$ cat src/rtl/mem_copy_engine.sv
// Byte-wise memory copy engine: reads one source byte, then writes it to the destination.
// Two cycles per byte; addresses wrap modulo 256.
module mem_copy_engine (
    input  logic       clk,
    input  logic       reset,
    input  logic       start,
    input  logic [7:0] src_addr,
    input  logic [7:0] dst_addr,
    input  logic [7:0] length,
    output logic       busy,
    output logic       done,
    output logic [7:0] bytes_done,
    output logic [7:0] mem_addr,
    output logic [7:0] mem_wdata,
    output logic       mem_write,
    output logic       mem_read,
    input  logic [7:0] mem_rdata
);

    typedef enum logic [1:0] {StIdle, StRead, StWrite, StDone} state_e;

    state_e     state_q, state_d;
    logic [7:0] src_q, dst_q, len_q;
    logic [7:0] idx_q;
    logic [7:0] buf_q;

    always_ff @(posedge clk) begin
        if (reset) begin
            state_q <= StIdle;
            src_q   <= 8'h00;
            dst_q   <= 8'h00;
            len_q   <= 8'h00;
            idx_q   <= 8'h00;
            buf_q   <= 8'h00;
        end else begin
            state_q <= state_d;
            case (state_q)
                StIdle: begin
                    if (start) begin
                        src_q <= src_addr;
                        dst_q <= dst_addr;
                        len_q <= length;
                        idx_q <= 8'h00;
                    end
                end
                StRead:  buf_q <= mem_rdata;
                StWrite: idx_q <= idx_q + 8'd1;
                default: ;
            endcase
        end
    end

    // The byte index doubles as the bytes-written count; it holds after DONE.
    assign bytes_done = idx_q;

    always_comb begin
        state_d   = state_q;
        busy      = 1'b0;
        done      = 1'b0;
        mem_read  = 1'b0;
        mem_write = 1'b0;
        mem_addr  = 8'h00;
        mem_wdata = 8'h00;
        case (state_q)
            StIdle: begin
                if (start) begin
                    state_d = (length == 8'h00) ? StDone : StRead;
                end
            end
            StRead: begin
                busy     = 1'b1;
                mem_read = 1'b1;
                mem_addr = src_q + idx_q;
                state_d  = StWrite;
            end
            StWrite: begin
                busy      = 1'b1;
                mem_write = 1'b1;
                mem_addr  = dst_q + idx_q;
                mem_wdata = buf_q;
                state_d   = ((idx_q + 8'd1) == len_q) ? StDone : StRead;
            end
            StDone: begin
                done    = 1'b1;
                state_d = StIdle;
            end
            default: state_d = StIdle;
        endcase
    end

endmodule

$ cat config.mk
export PLATFORM = sky130hd
export DESIGN_NAME = mem_copy_engine
export DESIGN_NICKNAME = d
export VERILOG_FILES = /design/src/rtl/mem_copy_engine.sv
export SDC_FILE = /design/constraint.sdc
export NUM_CORES = 1
export LEC_CHECK = 0
export BUFFER_PORTS_ARGS = -buffer_cell sky130_fd_sc_hd__buf_2
export CAP_MARGIN = 20
export CORE_UTILIZATION = 39
export DETAILED_ROUTE_END_ITERATION = 8
export GPL_TIMING_DRIVEN = 0
export PLACE_DENSITY_LB_ADDON = 0.25
export SYNTH_ARGS = -nofsm -noshare
export SYNTH_HDL_FRONTEND = slang
export SYNTH_SLANG_ARGS = --single-unit
$ cat constraint.sdc
create_clock -name clk -period 7.75 [get_ports clk]
set_input_delay 1.55 -clock clk [delete_from_list [all_inputs] [get_ports clk]]
set_output_delay 1.55 -clock clk [all_outputs]
set_load 0.01 [all_outputs]
After elaboration in Yosys (flattened, before gate mapping). Cells that the tools add are included.

Reductions and logical operators: 6. Mux-type cells: 12. Equal/unequal tests: 5. Add/sub/neg operators: 3.

Operators with widths (count): case mux 8 bit (2 select lines) (2); adder 8 bit (2); 2-to-1 mux 8 bit (2); adder 8 x 1 -> 8 bit, second input constant (1); equality test 8 bit (1); zero test 8 bit (1); case mux 2 bit (4 select lines) (1); 2-to-1 mux 2 bit (3); equality test 2 bit, second input constant (2); 2-to-1 mux 1 bit (4); AND reduction 2 bit (2); equality test 2 x 1 -> 1 bit, second input constant (1); zero test 2 bit (1); inequality test 2 bit, second input constant (1); nonzero test 2 bit (1); OR reduction 2 bit (1).

Logic and storage cells: 32. Flip-flop bits (word level): 42. Input bits: 35. Output and inout bits: 28.

Depth between registers and ports, before layout.
Depth after elaboration: 4. Gate-level depth with buffers: 13. Mapped depth without buffers: 11.

Worst setup path after synthesis. Ideal clock, no wire load.

Path kind: flip-flop to output port. From: reg state_q[0]. To: out mem_addr[6]. Path slack: 3.535 ns. Buffers on the path: 2. Arrival: 2.665 ns. Required time: 6.200 ns. Cell stages (with the launch flop): 14. Cell sequence: dfxtp_1 inv_1 ha_1 buf_2 buf_1 mux2_2 ha_1 inv_1 fa_1 nor2b_1 o21ai_1 a21boi_0 or3_1 nand3_1.

Word-level cells in the longest chain between the ends: 2. Elaborated cells on any way between the ends: 3. Classes of those cells: eq/ne: 2; mux: 1.

RTL lines: start: declaration (RTL line 22) `state_e state_q, state_d;`; start signal: assignment (RTL line 29) `state_q <= StIdle;`; start signal: assignment (RTL line 36) `state_q <= state_d;`; equality test 2 bit / equality test 2 x 1 -> 1 bit (equally long branches) (RTL line 64) `case (state_q)`; case mux 8 bit (2 select lines) (*) (RTL line 64); end: declaration (RTL line 13) `output logic [7:0] mem_addr,`.

Mark *: on every way between the ends. The rest lies on a longest branch, timed or not.

Final worst setup path. Ends and elaborated chain as after synthesis.

==> flow_metrics.env <==
export IMPL_outcome="completed"
export IMPL_drv_slew=0
export IMPL_root_buffer="clkbuf_8"
export IMPL_cts_resized=0
export IMPL_start_util_pct=40.61
export IMPL_die_x_um=80.75
export IMPL_dp_final_hpwl_um=4553
export IMPL_h_tree_depth=2
export IMPL_grt_busiest_layer="met2"
export IMPL_crit_fanout=10
export IMPL_crit_buf_inv=5
export IMPL_fin_tns_setup_ns=0
export IMPL_fin_area_sq_um=2913
export IMPL_clock_fmax_mhz=204.1
export IMPL_cts_sinks=42
export IMPL_track_usage_pct=19.60
export IMPL_p_per_area_nw_per_um2=245.7
export IMPL_grt_first_pass_wirelength_um=9722
export IMPL_ys_top_cells_by_count="nand2_1, dfxtp_1, a21oi_1"
export IMPL_period_share_pct=63.22
export IMPL_slowest_delay_ns=0.42
export IMPL_async_reset_ff_share_pct=0
export IMPL_dr_pass1_iters=4
export IMPL_cp_required_ns=6.20
export IMPL_drive_above_1_share_pct=23.78
export IMPL_rows=28
export IMPL_synth_most_common_cell="nand2_1"
export IMPL_synth_top_area_share_pct=34.76
export IMPL_finalSetupViolations=0
export IMPL_p_int_uw=441.3
export IMPL_crit_family="buffers and inverters"
export IMPL_avgSynthCellArea_sq_um=8.035
export IMPL_numCtsBuffers=5
export IMPL_worst_pin_slew_ns=0.6185
export IMPL_syn_instance_count=301
export IMPL_skew_ns=0.008158
export IMPL_nFillCells=630
export IMPL_crit_slowest_cell="buf_1"
export IMPL_fin_crit_ns=4.899
export IMPL_use_met3_pct=4.607
export IMPL_stdcell_count=445
export IMPL_path_clk_slew_ns=0.09
export IMPL_rsz0062_at_grt="false"
export IMPL_drc=0
export IMPL_n_antenna_cell=0
export IMPL_antenna_found_initial=0
export IMPL_crit_path_start_kind="register"
export IMPL_place_area_sq_um=2818
export IMPL_crit_arrival_ns=3.35
export IMPL_insertion_delay_ns=0.30
export IMPL_grt_max_degree=14
export IMPL_synth_net_count=349
export IMPL_max_cap_violations=0
export IMPL_met2_usage_pct=33.31
export IMPL_die_height_um=80.75
export IMPL_nNetsFinal=417
export IMPL_clock_power_share_pct=21.3
export IMPL_met1_usage_pct=24.97
export IMPL_grt_remaining_overflow=0
export IMPL_ys_seq_area_share_pct=34.76
export IMPL_routabilityCongestion=0.8335
export IMPL_end_kind="output pin"
export IMPL_yosys_top_cells_area="dfxtp_1, nand2_1, a21oi_1"
export IMPL_p_leak_uw=0.001330
export IMPL_clock_path_buffers=2
export IMPL_p_sw_uw=274.5
export IMPL_netlist_area_sq_um=2419
export IMPL_cts_tree="built"
export IMPL_cp_cell_sequence="inv_1, ha_1, buf_2, buf_1, mux2_2, ha_1, inv_1, fa_1, nor2b_1, o21ai_1, a21boi_0, o2111ai_1, nand3_1, buf_2"
export IMPL_hold_class="register to register"
export IMPL_cts_setup_buffers=0
export IMPL_drtIter0Drc=65
export IMPL_synth_seq_cells=42
export IMPL_post_place_cells=437
export IMPL_ioPinCount=63
export IMPL_synthToLayoutAreaGrowth_pct=20.43
export IMPL_yosysWarnings=0
export IMPL_via_per_inst=5.148
export IMPL_comb_power_share_pct=39.4
export IMPL_hold_buffers=0
export IMPL_seqPwrFrac_pct=39.3
export IMPL_routed_wl_um=5977
export IMPL_synth_largest_area_cell="dfxtp_1"
export IMPL_finalHoldViolCount=0
export IMPL_worst_setup_path_type="register to output pin"
export IMPL_ant_nets=0
export IMPL_max_slew_margin_rel_pct=58.77
export IMPL_synth_flop_cell="dfxtp_1"
export IMPL_grt_pass1_vias=2141
export IMPL_core_sq_um=5956
export IMPL_via_count=2291
export IMPL_die_area_sq_um=6521
export IMPL_ir_drop_mv=0.1504
export IMPL_ys_types=46
export IMPL_io_buffers=61
export IMPL_wire_per_inst_um=13.43
export IMPL_p_sw_share_pct=38.34
export IMPL_synth_edf_count=0
## placed cells by master, fill, tap and decap left out, types with 3 or more instances in the layout
cell and count:
buf_2 68, nand2_1 55, dfxtp_1 42, a21oi_1 31, nor2_1 22, mux2i_1 12, ha_1 12, clkbuf_1 11
and2_1 11, inv_1 9, mux2_2 8, o21ai_0 8, nand3_1 6, xor2_1 6, xnor2_1 6, a22oi_1 6
clkbuf_8 6, nor2b_1 5, nor3_1 4, a21o_1 3, nor3b_1 3
## per-layer routing
layer | share of wire [%] | wire length, um | vias up
met5 | 0 | 0 | -
met4 | 0.89 | 53 | 0
met3 | 7.4 | 440 | 5
met2 | 46 | 2722 | 80
met1 | 46 | 2761 | 1035
li1 | - | - | 1171
## metrics by stage
stage / setup WS [ns] / utilization (%) / hold slack (ns) / total power (uW)
4_1_cts: 2.852 / 48.91 / 0.4583 / 718.0
3_3_place_gp: 3.204 / 47.31 / 0.4387 / 560.6
2_1_floorplan: 3.535 / - / 0.4329 / 482.3
3_5_place_dp: 3.188 / 47.31 / 0.4464 / 566.6
6_report: 2.851 / 48.91 / 0.4557 / 715.8
5_1_grt: 2.558 / 48.91 / 0.4814 / 769.9
## power groups by stage
stage / logic [uW] / clock network, uW / registers [uW]
after global placement: 276 / 0 / 285
final: 282 / 152 / 281
after global routing: 317 / 166 / 287
after CTS: 282 / 154 / 282
after detailed placement: 280 / 0 / 286
after floorplan: 203 / 0 / 280
## flip-flops by register name, summed over array words and instances, names as in the netlist
| register | cells |
|---|---|
| buf_q | 8 |
| bytes_done | 8 |
| dst_q | 8 |
| len_q | 8 |
| src_q | 8 |
| state_q | 2 |
## worst min-delay path, stage by stage, from the launching register on
cell,delay (ns)
dfxtp_1,0.32
nand2_1,0.05
a21oi_1,0.05
## layout make-up
cell class	instances	area, sq um	share of cell area, %
Buffer	20	91.34	3.136
Timing Repair Buffer	61	305.3	10.48
Sequential cell	42	840.8	28.87
Inverter	9	33.78	1.160
Clock inverter	2	12.51	0.4296
Tap cell	75	93.84	3.222
Clock buffer	6	82.58	2.835
Multi-Input combinational cell	230	1453	49.87
## final timing paths
check,startpoint,endpoint,slack (ns),cells after the start
max reg2reg,bytes_done[1],state_q[1],5.75,7
min,dst_q[4],dst_q[4],0.46,2
min reg2reg,dst_q[4],dst_q[4],0.46,2
max,state_q[0],mem_addr[6],2.85,14
## cells by family after synthesis
family	synth area share (%)
AOI/OAI and AO/OA	15.68
xor gates and xnor gates	4.346
adders and majority gates	7.036
buffers and inverters	5.173
DFF	34.76
muxes	9.157
and+or+nand+nor	23.85
No activity file was read; power rests on OpenSTA's default activity.
